[config.mk]
export PLATFORM = sky130hd
export DESIGN_NAME = bp_sac_io_arbiter_flat
export DESIGN_NICKNAME = d
export VERILOG_FILES = /design/src/rtl/bp_sac_io_arbiter_if.sv /design/src/rtl/bp_sac_io_arbiter.sv /design/src/flat_wrapper.sv
export SDC_FILE = /design/constraint.sdc
export NUM_CORES = 1
export LEC_CHECK = 0
export ABC_CLOCK_PERIOD_IN_PS = 6450
export BUFFER_PORTS_ARGS = -buffer_cell sky130_fd_sc_hd__clkbuf_2
export CORE_AREA = 2 2 258 260
export CTS_CLUSTER_SIZE = 40
export DETAILED_ROUTE_END_ITERATION = 7
export DIE_AREA = 0 0 260 262
export HOLD_SLACK_MARGIN = 0.02
export SLEW_MARGIN = 30
export SYNTH_ARGS = -nofsm -noshare
export SYNTH_HDL_FRONTEND = slang
export SYNTH_SLANG_ARGS = --single-unit
[constraint.sdc]
create_clock -name clk_i -period 6.45 [get_ports clk_i]
set_input_delay 0.645 -clock clk_i [delete_from_list [all_inputs] [get_ports clk_i]]
set_output_delay 0.645 -clock clk_i [all_outputs]
set_load 0.01 [all_outputs]
[src/rtl/bp_sac_io_arbiter_if.sv]
// Requester-side and socket-side signals of the streaming accelerator's I/O arbiter.
// The arbiter connects through the master modport; the environment uses slave.
interface bp_sac_io_arbiter_if #(
  parameter int num_req_p         = 2,
  parameter int cmd_width_p       = 128,
  parameter int resp_width_p      = 128,
  parameter int max_outstanding_p = 4
);
  localparam int cnt_width_lp = $clog2(max_outstanding_p + 1);

  logic [num_req_p*cmd_width_p-1:0] req_cmd_i;
  logic [num_req_p-1:0]             req_v_i;
  logic [num_req_p-1:0]             req_ready_o;
  logic [cmd_width_p-1:0]           io_cmd_o;
  logic                             io_cmd_v_o;
  logic                             io_cmd_yumi_i;
  logic [resp_width_p-1:0]          io_resp_i;
  logic                             io_resp_v_i;
  logic                             io_resp_ready_o;
  logic [resp_width_p-1:0]          resp_o;
  logic [num_req_p-1:0]             resp_v_o;
  logic [num_req_p-1:0]             resp_ready_i;
  logic [cnt_width_lp-1:0]          outstanding_o;
  logic                             err_o;

  modport master (
    input  req_cmd_i, req_v_i, io_cmd_yumi_i, io_resp_i, io_resp_v_i, resp_ready_i,
    output req_ready_o, io_cmd_o, io_cmd_v_o, io_resp_ready_o, resp_o, resp_v_o,
           outstanding_o, err_o
  );

  modport slave (
    output req_cmd_i, req_v_i, io_cmd_yumi_i, io_resp_i, io_resp_v_i, resp_ready_i,
    input  req_ready_o, io_cmd_o, io_cmd_v_o, io_resp_ready_o, resp_o, resp_v_o,
           outstanding_o, err_o
  );
endinterface

[src/rtl/bp_sac_io_arbiter.sv]
// Round-robin arbiter for the accelerator's single outbound I/O command channel,
// with a credit limit and a requester-ID tag FIFO that routes in-order responses.
module bp_sac_io_arbiter #(
  parameter int num_req_p         = 2,
  parameter int cmd_width_p       = 128,
  parameter int resp_width_p      = 128,
  parameter int max_outstanding_p = 4
) (
  input logic                clk_i,
  input logic                reset_n_i,
  bp_sac_io_arbiter_if.master bus
);
  localparam int cnt_width_lp = $clog2(max_outstanding_p + 1);
  localparam int ptr_width_lp = $clog2(max_outstanding_p);
  localparam int id_width_lp  = (num_req_p > 1) ? $clog2(num_req_p) : 1;

  logic [1:0]              rst_sync_q;
  logic                    rst_n;
  logic [cmd_width_p-1:0]  cmd_q;
  logic                    cmd_v_q;
  logic [cnt_width_lp-1:0] cnt_q;
  logic                    err_q;
  logic [id_width_lp-1:0]  last_grant_q;
  logic [ptr_width_lp-1:0] wr_ptr_q;
  logic [ptr_width_lp-1:0] rd_ptr_q;
  logic [id_width_lp-1:0]  tag_mem [max_outstanding_p];

  logic                    grant_found;
  logic [id_width_lp-1:0]  grant_idx;
  logic [id_width_lp-1:0]  cand;
  logic [id_width_lp-1:0]  head;
  logic                    empty;
  logic                    load;
  logic                    deliver;
  logic                    stray;

  // Reset asserts asynchronously everywhere but releases two clock edges later.
  always_ff @(posedge clk_i or negedge reset_n_i) begin
    if (!reset_n_i) rst_sync_q <= '0;
    else            rst_sync_q <= {rst_sync_q[0], 1'b1};
  end
  assign rst_n = rst_sync_q[1];

  // NOTE: every variable written here gets a default first so no latch is inferred.
  always_comb begin
    grant_found = 1'b0;
    grant_idx   = '0;
    cand        = last_grant_q;
    for (int i = 0; i < num_req_p; i++) begin
      cand = (cand == id_width_lp'(num_req_p - 1)) ? '0 : cand + 1'b1;
      if (!grant_found && bus.req_v_i[cand]) begin
        grant_found = 1'b1;
        grant_idx   = cand;
      end
    end
  end

  assign empty   = (cnt_q == '0);
  assign head    = tag_mem[rd_ptr_q];
  assign load    = rst_n & (!cmd_v_q | bus.io_cmd_yumi_i)
                 & (cnt_q < cnt_width_lp'(max_outstanding_p)) & grant_found;
  assign deliver = bus.io_resp_v_i & !empty & bus.resp_ready_i[head];
  assign stray   = bus.io_resp_v_i & empty;

  always_comb begin
    bus.req_ready_o = '0;
    if (load) bus.req_ready_o[grant_idx] = 1'b1;
    bus.resp_v_o = '0;
    for (int k = 0; k < num_req_p; k++)
      bus.resp_v_o[k] = bus.io_resp_v_i & !empty & (head == id_width_lp'(k));
  end

  assign bus.io_resp_ready_o = empty | bus.resp_ready_i[head];
  assign bus.resp_o          = bus.io_resp_i;
  assign bus.io_cmd_o        = cmd_q;
  assign bus.io_cmd_v_o      = cmd_v_q;
  assign bus.outstanding_o   = cnt_q;
  assign bus.err_o           = err_q;

  // NOTE: sequential state uses non-blocking assignments so every flop samples pre-edge values.
  always_ff @(posedge clk_i or negedge rst_n) begin
    if (!rst_n) begin
      cmd_q        <= '0;
      cmd_v_q      <= 1'b0;
      cnt_q        <= '0;
      err_q        <= 1'b0;
      last_grant_q <= id_width_lp'(num_req_p - 1);
      wr_ptr_q     <= '0;
      rd_ptr_q     <= '0;
    end else begin
      if (load) begin
        cmd_q        <= bus.req_cmd_i[grant_idx*cmd_width_p +: cmd_width_p];
        cmd_v_q      <= 1'b1;
        last_grant_q <= grant_idx;
        wr_ptr_q     <= wr_ptr_q + 1'b1;
      end else if (bus.io_cmd_yumi_i) begin
        cmd_v_q <= 1'b0;
      end
      if (deliver) rd_ptr_q <= rd_ptr_q + 1'b1;
      if (stray)   err_q    <= 1'b1;
      // Push and pop together leave the occupancy unchanged.
      case ({load, deliver})
        2'b10:   cnt_q <= cnt_q + 1'b1;
        2'b01:   cnt_q <= cnt_q - 1'b1;
        default: cnt_q <= cnt_q;
      endcase
    end
  end

  // NOTE: tag storage has no reset; only entries below the count are ever read, so resetting the pointers suffices.
  always_ff @(posedge clk_i) begin
    if (load) tag_mem[wr_ptr_q] <= grant_idx;
  end
endmodule

[src/flat_wrapper.sv]
// flat-port wrapper written by rule: the top's interface ports become plain ports
module bp_sac_io_arbiter_flat 
#(
  parameter int num_req_p         = 2,
  parameter int cmd_width_p       = 128,
  parameter int resp_width_p      = 128,
  parameter int max_outstanding_p = 4
)
  (clk_i, reset_n_i, bus_req_cmd_i, bus_req_v_i, bus_io_cmd_yumi_i, bus_io_resp_i, bus_io_resp_v_i, bus_resp_ready_i, bus_req_ready_o, bus_io_cmd_o, bus_io_cmd_v_o, bus_io_resp_ready_o, bus_resp_o, bus_resp_v_o, bus_outstanding_o, bus_err_o);
  bp_sac_io_arbiter_if #(.num_req_p(num_req_p), .cmd_width_p(cmd_width_p), .resp_width_p(resp_width_p), .max_outstanding_p(max_outstanding_p)) bus_i ();
  input logic clk_i;
  input logic reset_n_i;
  input wire logic [$bits(bus_i.req_cmd_i)-1:0] bus_req_cmd_i;
  input wire logic [$bits(bus_i.req_v_i)-1:0] bus_req_v_i;
  input wire logic [$bits(bus_i.io_cmd_yumi_i)-1:0] bus_io_cmd_yumi_i;
  input wire logic [$bits(bus_i.io_resp_i)-1:0] bus_io_resp_i;
  input wire logic [$bits(bus_i.io_resp_v_i)-1:0] bus_io_resp_v_i;
  input wire logic [$bits(bus_i.resp_ready_i)-1:0] bus_resp_ready_i;
  output wire logic [$bits(bus_i.req_ready_o)-1:0] bus_req_ready_o;
  output wire logic [$bits(bus_i.io_cmd_o)-1:0] bus_io_cmd_o;
  output wire logic [$bits(bus_i.io_cmd_v_o)-1:0] bus_io_cmd_v_o;
  output wire logic [$bits(bus_i.io_resp_ready_o)-1:0] bus_io_resp_ready_o;
  output wire logic [$bits(bus_i.resp_o)-1:0] bus_resp_o;
  output wire logic [$bits(bus_i.resp_v_o)-1:0] bus_resp_v_o;
  output wire logic [$bits(bus_i.outstanding_o)-1:0] bus_outstanding_o;
  output wire logic [$bits(bus_i.err_o)-1:0] bus_err_o;
  assign bus_i.req_cmd_i = bus_req_cmd_i;
  assign bus_i.req_v_i = bus_req_v_i;
  assign bus_i.io_cmd_yumi_i = bus_io_cmd_yumi_i;
  assign bus_i.io_resp_i = bus_io_resp_i;
  assign bus_i.io_resp_v_i = bus_io_resp_v_i;
  assign bus_i.resp_ready_i = bus_resp_ready_i;
  assign bus_req_ready_o = bus_i.req_ready_o;
  assign bus_io_cmd_o = bus_i.io_cmd_o;
  assign bus_io_cmd_v_o = bus_i.io_cmd_v_o;
  assign bus_io_resp_ready_o = bus_i.io_resp_ready_o;
  assign bus_resp_o = bus_i.resp_o;
  assign bus_resp_v_o = bus_i.resp_v_o;
  assign bus_outstanding_o = bus_i.outstanding_o;
  assign bus_err_o = bus_i.err_o;
  bp_sac_io_arbiter #(.num_req_p(num_req_p), .cmd_width_p(cmd_width_p), .resp_width_p(resp_width_p), .max_outstanding_p(max_outstanding_p)) u_core (.clk_i(clk_i), .reset_n_i(reset_n_i), .bus(bus_i));
endmodule
-- Yosys cells after proc, flatten, opt, wreduce, memory -nomap -nowiden
Memory sizes are Yosys's and may differ from the RTL's.
Cells that the tools add are included.
- shift operators: 1
- equality and inequality tests: 2
- bitwise logic cells: 11
- multiply operators: 0
- div/mod/pow operators: 0
- multiplexer cells: 20
- reductions and logical operators: 8
- $add $sub $neg: 6
- magnitude comparators: 6
- operator list (operator ; count):
    $shiftx A256 B9 Y128 ; 1
    $mux W1 ; 17
    $and A1 B1 Y1 ; 8
    $lt A1 B2 Y1 const B ; 4
    $pmux W3 S2 ; 1
    $add A2 B1 Y2 const B ; 2
    $reduce_bool A2 Y1 ; 2
    $add A3 B1 Y3 const B ; 1
    $logic_not A1 Y1 ; 3
    $logic_not A3 Y1 ; 1
    $lt A3 B3 Y1 const B ; 1
    $sub A3 B1 Y3 const B ; 1
    $add A1 B1 Y1 const B ; 2
    $eq A2 B1 Y1 const B ; 1
    $eq A2 B2 Y1 const B ; 1
    $logic_and A1 B1 Y1 ; 2
    $mux W2 ; 1
    $or A1 B1 Y1 ; 2
    $demux W1 S1 ; 1
    $ge A1 B1 Y1 const B ; 1
    $not A1 Y1 ; 1
- memories kept: 1
- bits of input ports: 392
- bits in writable memories: 4
- bits in latches: 0
- word-level logic and storage cells: 63
- ROM bits: 0
- output and inout port bits: 266
- register bits: 140
- memory list (memory ; depth ; bits a word ; rd ports ; clocked after Yosys merged registers in ; wr ports ; line ; source):
    u_core.tag_mem ; 4 ; 1 ; 1 ; 0 ; 1 ; bp_sac_io_arbiter.sv:26 ; logic [id_width_lp-1:0] tag_mem [max_outstanding_p];

-- Depth between registers and ports, before layout
- word-level depth: 13
- mapped depth: 11
- gate-level depth less buffers: 10

-- Least setup slack after synthesis
OpenSTA, ideal clock, no wires.
- path type: reg2reg
- start point: register u_core.rst_sync_q[1]
- end point: register u_core.cnt_q[2] (netlist: u_core.bus.outstanding_o[2])
- library setup time: 0.122 ns
- buffers on the path: 2
- cell stages (with the launch flop): 11
- slack: 1.174 ns
- period minus slack after synthesis: 5.276 ns
- data required time: 6.328 ns
- arrival time: 5.153 ns
- path through: dfrtp_1 > o2111a_4 > inv_4 > buf_6 > buf_2 > ha_1 > inv_1 > fa_1 > xor2_1 > nor2_1 > xnor2_1
- word-level cells in the longest chain between the ends: 5
- elaborated cells between the ends (all ways): 7
- those cells by class: eq/ne: 2; mux: 1; bitwise: 3; reduce/logical: 1
- ends and longest elaborated chain (item ; line ; source):
    start: declaration ; bp_sac_io_arbiter.sv:17 ; logic [1:0] rst_sync_q;
    start signal: assignment ; bp_sac_io_arbiter.sv:40 ; else rst_sync_q <= {rst_sync_q[0], 1'b1};
    $and A1 B1 Y1 * ; bp_sac_io_arbiter.sv:60 ; assign load = rst_n & (!cmd_v_q | bus.io_cmd_yumi_i)
    $and A1 B1 Y1 * (2 in a row) ; bp_sac_io_arbiter.sv:61 ; & (cnt_q < cnt_width_lp'(max_outstanding_p)) & grant_found;
    $eq A2 B1 Y1 / $eq A2 B2 Y1 (equally long branches) ; bp_sac_io_arbiter.sv:102 ; case ({load, deliver})
    $pmux W3 S2 / $reduce_bool A2 Y1 (equally long branches) ; - ;
    end signal: assignment ; bp_sac_io_arbiter.sv:103 ; 2'b10: cnt_q <= cnt_q + 1'b1;
    end signal: assignment ; bp_sac_io_arbiter.sv:104 ; 2'b01: cnt_q <= cnt_q - 1'b1;
    end signal: assignment ; bp_sac_io_arbiter.sv:105 ; default: cnt_q <= cnt_q;
    end: declaration ; bp_sac_io_arbiter.sv:21 ; logic [cnt_width_lp-1:0] cnt_q;
Every way passes the cells marked *; elsewhere a longest branch is shown, timed or not.
A chain may end at the register's enable or synchronous reset.

-- Worst setup path in the final report
- start point: register u_core.last_grant_q
- end point: output port bus_req_ready_o[0]
- word-level cells in the longest chain between the ends: 13
- elaborated cells between the ends (all ways): 21
- those cells by class: add/sub: 2; order compare: 2; mux: 13; bitwise: 1; reduce/logical: 3
- ends and longest elaborated chain (item ; line ; source):
    start: declaration ; bp_sac_io_arbiter.sv:23 ; logic [id_width_lp-1:0] last_grant_q;
    start signal: assignment ; bp_sac_io_arbiter.sv:87 ; last_grant_q <= id_width_lp'(num_req_p - 1);
    start signal: assignment ; bp_sac_io_arbiter.sv:94 ; last_grant_q <= grant_idx;
    $add A1 B1 Y1 ; bp_sac_io_arbiter.sv:50 ; cand = (cand == id_width_lp'(num_req_p - 1)) ? '0 : cand + 1'b1;
    $mux W1 * ; bp_sac_io_arbiter.sv:50 ;
    $add A1 B1 Y1 / $mux W1 (equally long branches) ; bp_sac_io_arbiter.sv:50, bp_sac_io_arbiter.sv:51 ;
    $mux W1 (on tied branches) ; bp_sac_io_arbiter.sv:50, bp_sac_io_arbiter.sv:51 ;
    $mux W1 (implied by the code) ; bp_sac_io_arbiter.sv:51 ; if (!grant_found && bus.req_v_i[cand]) begin
    $mux W1 (implied by the code) / $logic_not A1 Y1 (equally long branches) ; bp_sac_io_arbiter.sv:51 ;
    $logic_and A1 B1 Y1 ; bp_sac_io_arbiter.sv:51 ;
    $mux W1 ; bp_sac_io_arbiter.sv:51 ;
    $lt A1 B2 Y1 (implied by the code) / $ge A1 B1 Y1 (equally long branches) ; bp_sac_io_arbiter.sv:67 ; if (load) bus.req_ready_o[grant_idx] = 1'b1;
    $logic_and A1 B1 Y1 (implied by the code) ; bp_sac_io_arbiter.sv:67 ;
    $mux W1 (implied by the code) ; bp_sac_io_arbiter.sv:67 ;
    $demux W1 S1 ; - ;
    $mux W2 * ; bp_sac_io_arbiter.sv:67 ;
    end: declaration ; flat_wrapper.sv:19 ; output wire logic [$bits(bus_i.req_ready_o)-1:0] bus_req_ready_o;
Every way passes the cells marked *; elsewhere a longest branch is shown, timed or not. The select of a mux whose other input is x is not followed.

==> impl_metrics.env <==
export IMPL_hold_violations=0
export IMPL_syn2layout_area_growth_pct=32.5
export IMPL_drt_wirelength_per_cell_um=11.9
export IMPL_io_pins=658
export IMPL_syn_instance_count=749
export IMPL_synth_cell_types=32
export IMPL_synth_most_common_cell="dfrtp_1"
export IMPL_worst_r2r_endpoint="u_core.bus.outstanding_o[2]$_DFFE_PN0P_"
export IMPL_dieArea_sq_um=68100
export IMPL_required_ns=5.80
export IMPL_clk_pin_slew_ns=0.06
export IMPL_async_flop_share=0.972
export IMPL_root_buffer="clkbuf_16"
export IMPL_ys_warn_count=0
export IMPL_r2r_start="u_core.bus.outstanding_o[2]$_DFFE_PN0P_"
export IMPL_peakVddDrop_v=0.000189
export IMPL_max_stage_delay_ns=0.78
export IMPL_cp_end_kind="primary output"
export IMPL_status="completed"
export IMPL_dp_hpwl_um=18000
export IMPL_synth_area_leaders="dfrtp_1 (45%), mux2i_1 (18%), buf_4 (13%)"
export IMPL_p_leak_nw=5.19
export IMPL_synth_ff_type="dfrtp_1"
export IMPL_startpoint_type="register"
export IMPL_skew_ns=0.0133
export IMPL_die_w_um=260
export IMPL_cts_sinks=144
export IMPL_detail_route_antenna_nets=0
export IMPL_synth_seq_cells=144
export IMPL_regToRegSetupSlack_ns=4.03
export IMPL_grt_pass1_vias=5419
export IMPL_drive_above_1_share=0.437
export IMPL_yosysSeqAreaShare=0.469
export IMPL_setup_worst_path_start="u_core.last_grant_q$_DFFE_PN1P_"
export IMPL_netlist_area_sq_um=7720
export IMPL_slew_headroom=0.380
export IMPL_fin_nets=1404
export IMPL_period_share=0.474
export IMPL_crit_slowest_cell="buf_4"
export IMPL_numCtsBuffers=17
export IMPL_place_ws_ns=3.38
export IMPL_path_depth=4
export IMPL_synth_top_cell_area_share=0.450
export IMPL_drt_total_wl_um=22500
export IMPL_multiInputGateArea_sq_um=2760
export IMPL_cap_violations=0
export IMPL_setup_viol=0
export IMPL_setup_slack_ns=3.39
export IMPL_rsz0062_at_grt="no"
export IMPL_clock_latency_ns=0.47
export IMPL_globalRouteOverflowTotal=0
export IMPL_drv_slew=0
export IMPL_drc=0
export IMPL_hold_class="register to async pin"
export IMPL_grt_max_degree=94
export IMPL_cts_resized=0
export IMPL_synth_top_cells_by_count="dfrtp_1 (139), mux2i_1 (135), nand2_1 (132)"
export IMPL_seqCellArea_sq_um=3630
export IMPL_dr_pass1_iters=4
export IMPL_rows=94
export IMPL_track_usage=0.0644
export IMPL_syn_nets=1147
export IMPL_synth_edf_count=4
export IMPL_portBuffers=401
export IMPL_power_density_nw_per_um2=407
export IMPL_r2r_cells=9
export IMPL_die_h_um=262
export IMPL_fin_crit_ns=3.06
export IMPL_design_core_area_sq_um=65300
export IMPL_worst_path_max_fanout=54
export IMPL_antenna_found_initial=1
export IMPL_yosys_area_top_type="dfrtp_1"
export IMPL_cts_tree="done"
export IMPL_critical_path_buf_inv_count=2
export IMPL_worstMarginPinSlew_ns=0.930
export IMPL_synth_area_per_cell_sq_um=10.3
export IMPL_grt_pass1_wl_um=31500
export IMPL_finalInstanceArea_sq_um=10200
export IMPL_place_congestion=0.764
export IMPL_drt_iter0_markers=213
export IMPL_dpl_cell_area_sq_um=9580
export IMPL_crit_end="bus_req_ready_o[0]"
export IMPL_viasPerCell=3.10
export IMPL_clk_path_buf_depth=2
export IMPL_hold_buffers=1
export IMPL_critPathKind="register to primary output"
export IMPL_crit_arrival_ns=2.41
export IMPL_finalSetupTns_ns=0
export IMPL_start_util=0.118
export IMPL_critPathTopFamily="buffers and inverters"
export IMPL_vias=5848
export IMPL_post_cts_buffers=0
export IMPL_max_freq_mhz=327
export IMPL_num_fill_cells=7376
export IMPL_htreeDepth=4
export IMPL_crit_chain="a21boi_4 > buf_4 > nor2_1 > clkbuf_2"
area by class of cell:
| type | instances | share of cell area |
|---|---|---|
| repair buffers | 409 | 0.203 |
| clock buffers | 19 | 0.0443 |
| diodes | 3 | 0.000734 |
| well taps | 864 | 0.106 |
| multi-input cells | 427 | 0.270 |
| inverters | 7 | 0.00330 |
| flip-flops and latches | 144 | 0.355 |
| clock inverters | 13 | 0.0180 |
per-stage QoR:
step	hold slack [ns]	std cells	utilization	total power, W
after floorplan	0.331	749	-	0.00254
after global placement	0.202	1850	0.147	0.00311
after detailed placement	0.205	1850	0.147	0.00314
after CTS	0.207	1883	0.157	0.00428
after global routing	0.215	1883	0.157	0.00451
final	0.201	1886	0.157	0.00417
logic make-up after synthesis:
kind of cell             after synthesis  share of synthesized area
buffers and inverters                178                      0.174
AND/OR/NAND/NOR                      145                     0.0736
flip-flops                           144                      0.469
AO/OA/AOI/OAI                        135                     0.0911
multiplexers                         135                      0.175
adder cells (fa/ha/maj)                6                     0.0107
XOR/XNOR                               5                    0.00567
other                                  1                   0.000486
cell usage in the layout (no fill, tap or decap):
cell and count:
dfrtp_1 138, xnor2_1 3, inv_8 1, o2111a_4 1, clkbuf_2 401, mux2i_1 135, clkbuf_16 17, dfrtp_4 1
nor3b_1 1, bufinv_16 4, edfxtp_1 4, clkinvlp_4 3, a21boi_4 1, clkinv_4 1, dlygate4sd3_1 1, xor2_1 2
o21ai_0 14, nor2b_1 1, clkinv_2 3, inv_1 5, inv_6 2, conb_1 1, buf_4 6, diode_2 3
a21o_1 1, buf_12 1, and2_1 5, nand2b_1 1, o21ai_1 116, nor2_1 4, clkbuf_8 2, fa_1 1
dfstp_2 1, nand2_1 132, ha_1 5, a41o_1 1, o31ai_1 1, or3_1 1, clkinv_1 1
flip-flops by register name (all words and copies together), names as in the netlist:
signal	count
u_core.last_grant_q	1
u_core.tag_mem	4
u_core.bus.err_o	1
u_core.bus.io_cmd_o	128
u_core.bus.outstanding_o	3
u_core.bus.io_cmd_v_o	1
u_core.rd_ptr_q	2
u_core.wr_ptr_q	2
u_core.rst_sync_q	2
worst min path at each step:
stage / depth (start not counted) / slack (ns) / end / startpoint
global route: 0 / 0.22 / u_core.bus.io_cmd_o[41]$_DFFE_PN0P_ / u_core.rst_sync_q[1]$_DFF_PN0_
CTS: 0 / 0.21 / u_core.bus.io_cmd_o[41]$_DFFE_PN0P_ / u_core.rst_sync_q[1]$_DFF_PN0_
global placement: 0 / 0.20 / u_core.bus.io_cmd_o[73]$_DFFE_PN0P_ / u_core.rst_sync_q[1]$_DFF_PN0_
floorplan: 0 / 0.33 / u_core.rst_sync_q[1]$_DFF_PN0_ / u_core.rst_sync_q[0]$_DFF_PN0_
finish: 0 / 0.20 / u_core.bus.io_cmd_o[41]$_DFFE_PN0P_ / u_core.rst_sync_q[1]$_DFF_PN0_
detailed placement: 0 / 0.20 / u_core.bus.io_cmd_o[41]$_DFFE_PN0P_ / u_core.rst_sync_q[1]$_DFF_PN0_
worst reg2reg max path, stage by stage (launching register included):
cell and delay (ns):
dfrtp_1 0.38, clkinv_1 0.21, o2111a_4 0.28, inv_8 0.35
ha_1 0.32, inv_1 0.06, fa_1 0.37, xor2_1 0.15
nor2_1 0.11, xnor2_1 0.12
layer usage:
layer	track usage	routed length, um	vias to the layer above
met2	0.103	10800	299
li1	-	-	2899
met4	0.0433	934	0
met3	0.0335	2320	61
met5	0	0	-
met1	0.0656	8480	2589
power breakdown:
group | leakage [nW] | switching (W) | internal [W]
clock network | 0.306 | 0.000425 | 0.000667
registers | 1.77 | 0.000234 | 0.00132
logic | 3.11 | 0.000881 | 0.000642
No activity file was read; power rests on OpenSTA's default activity.
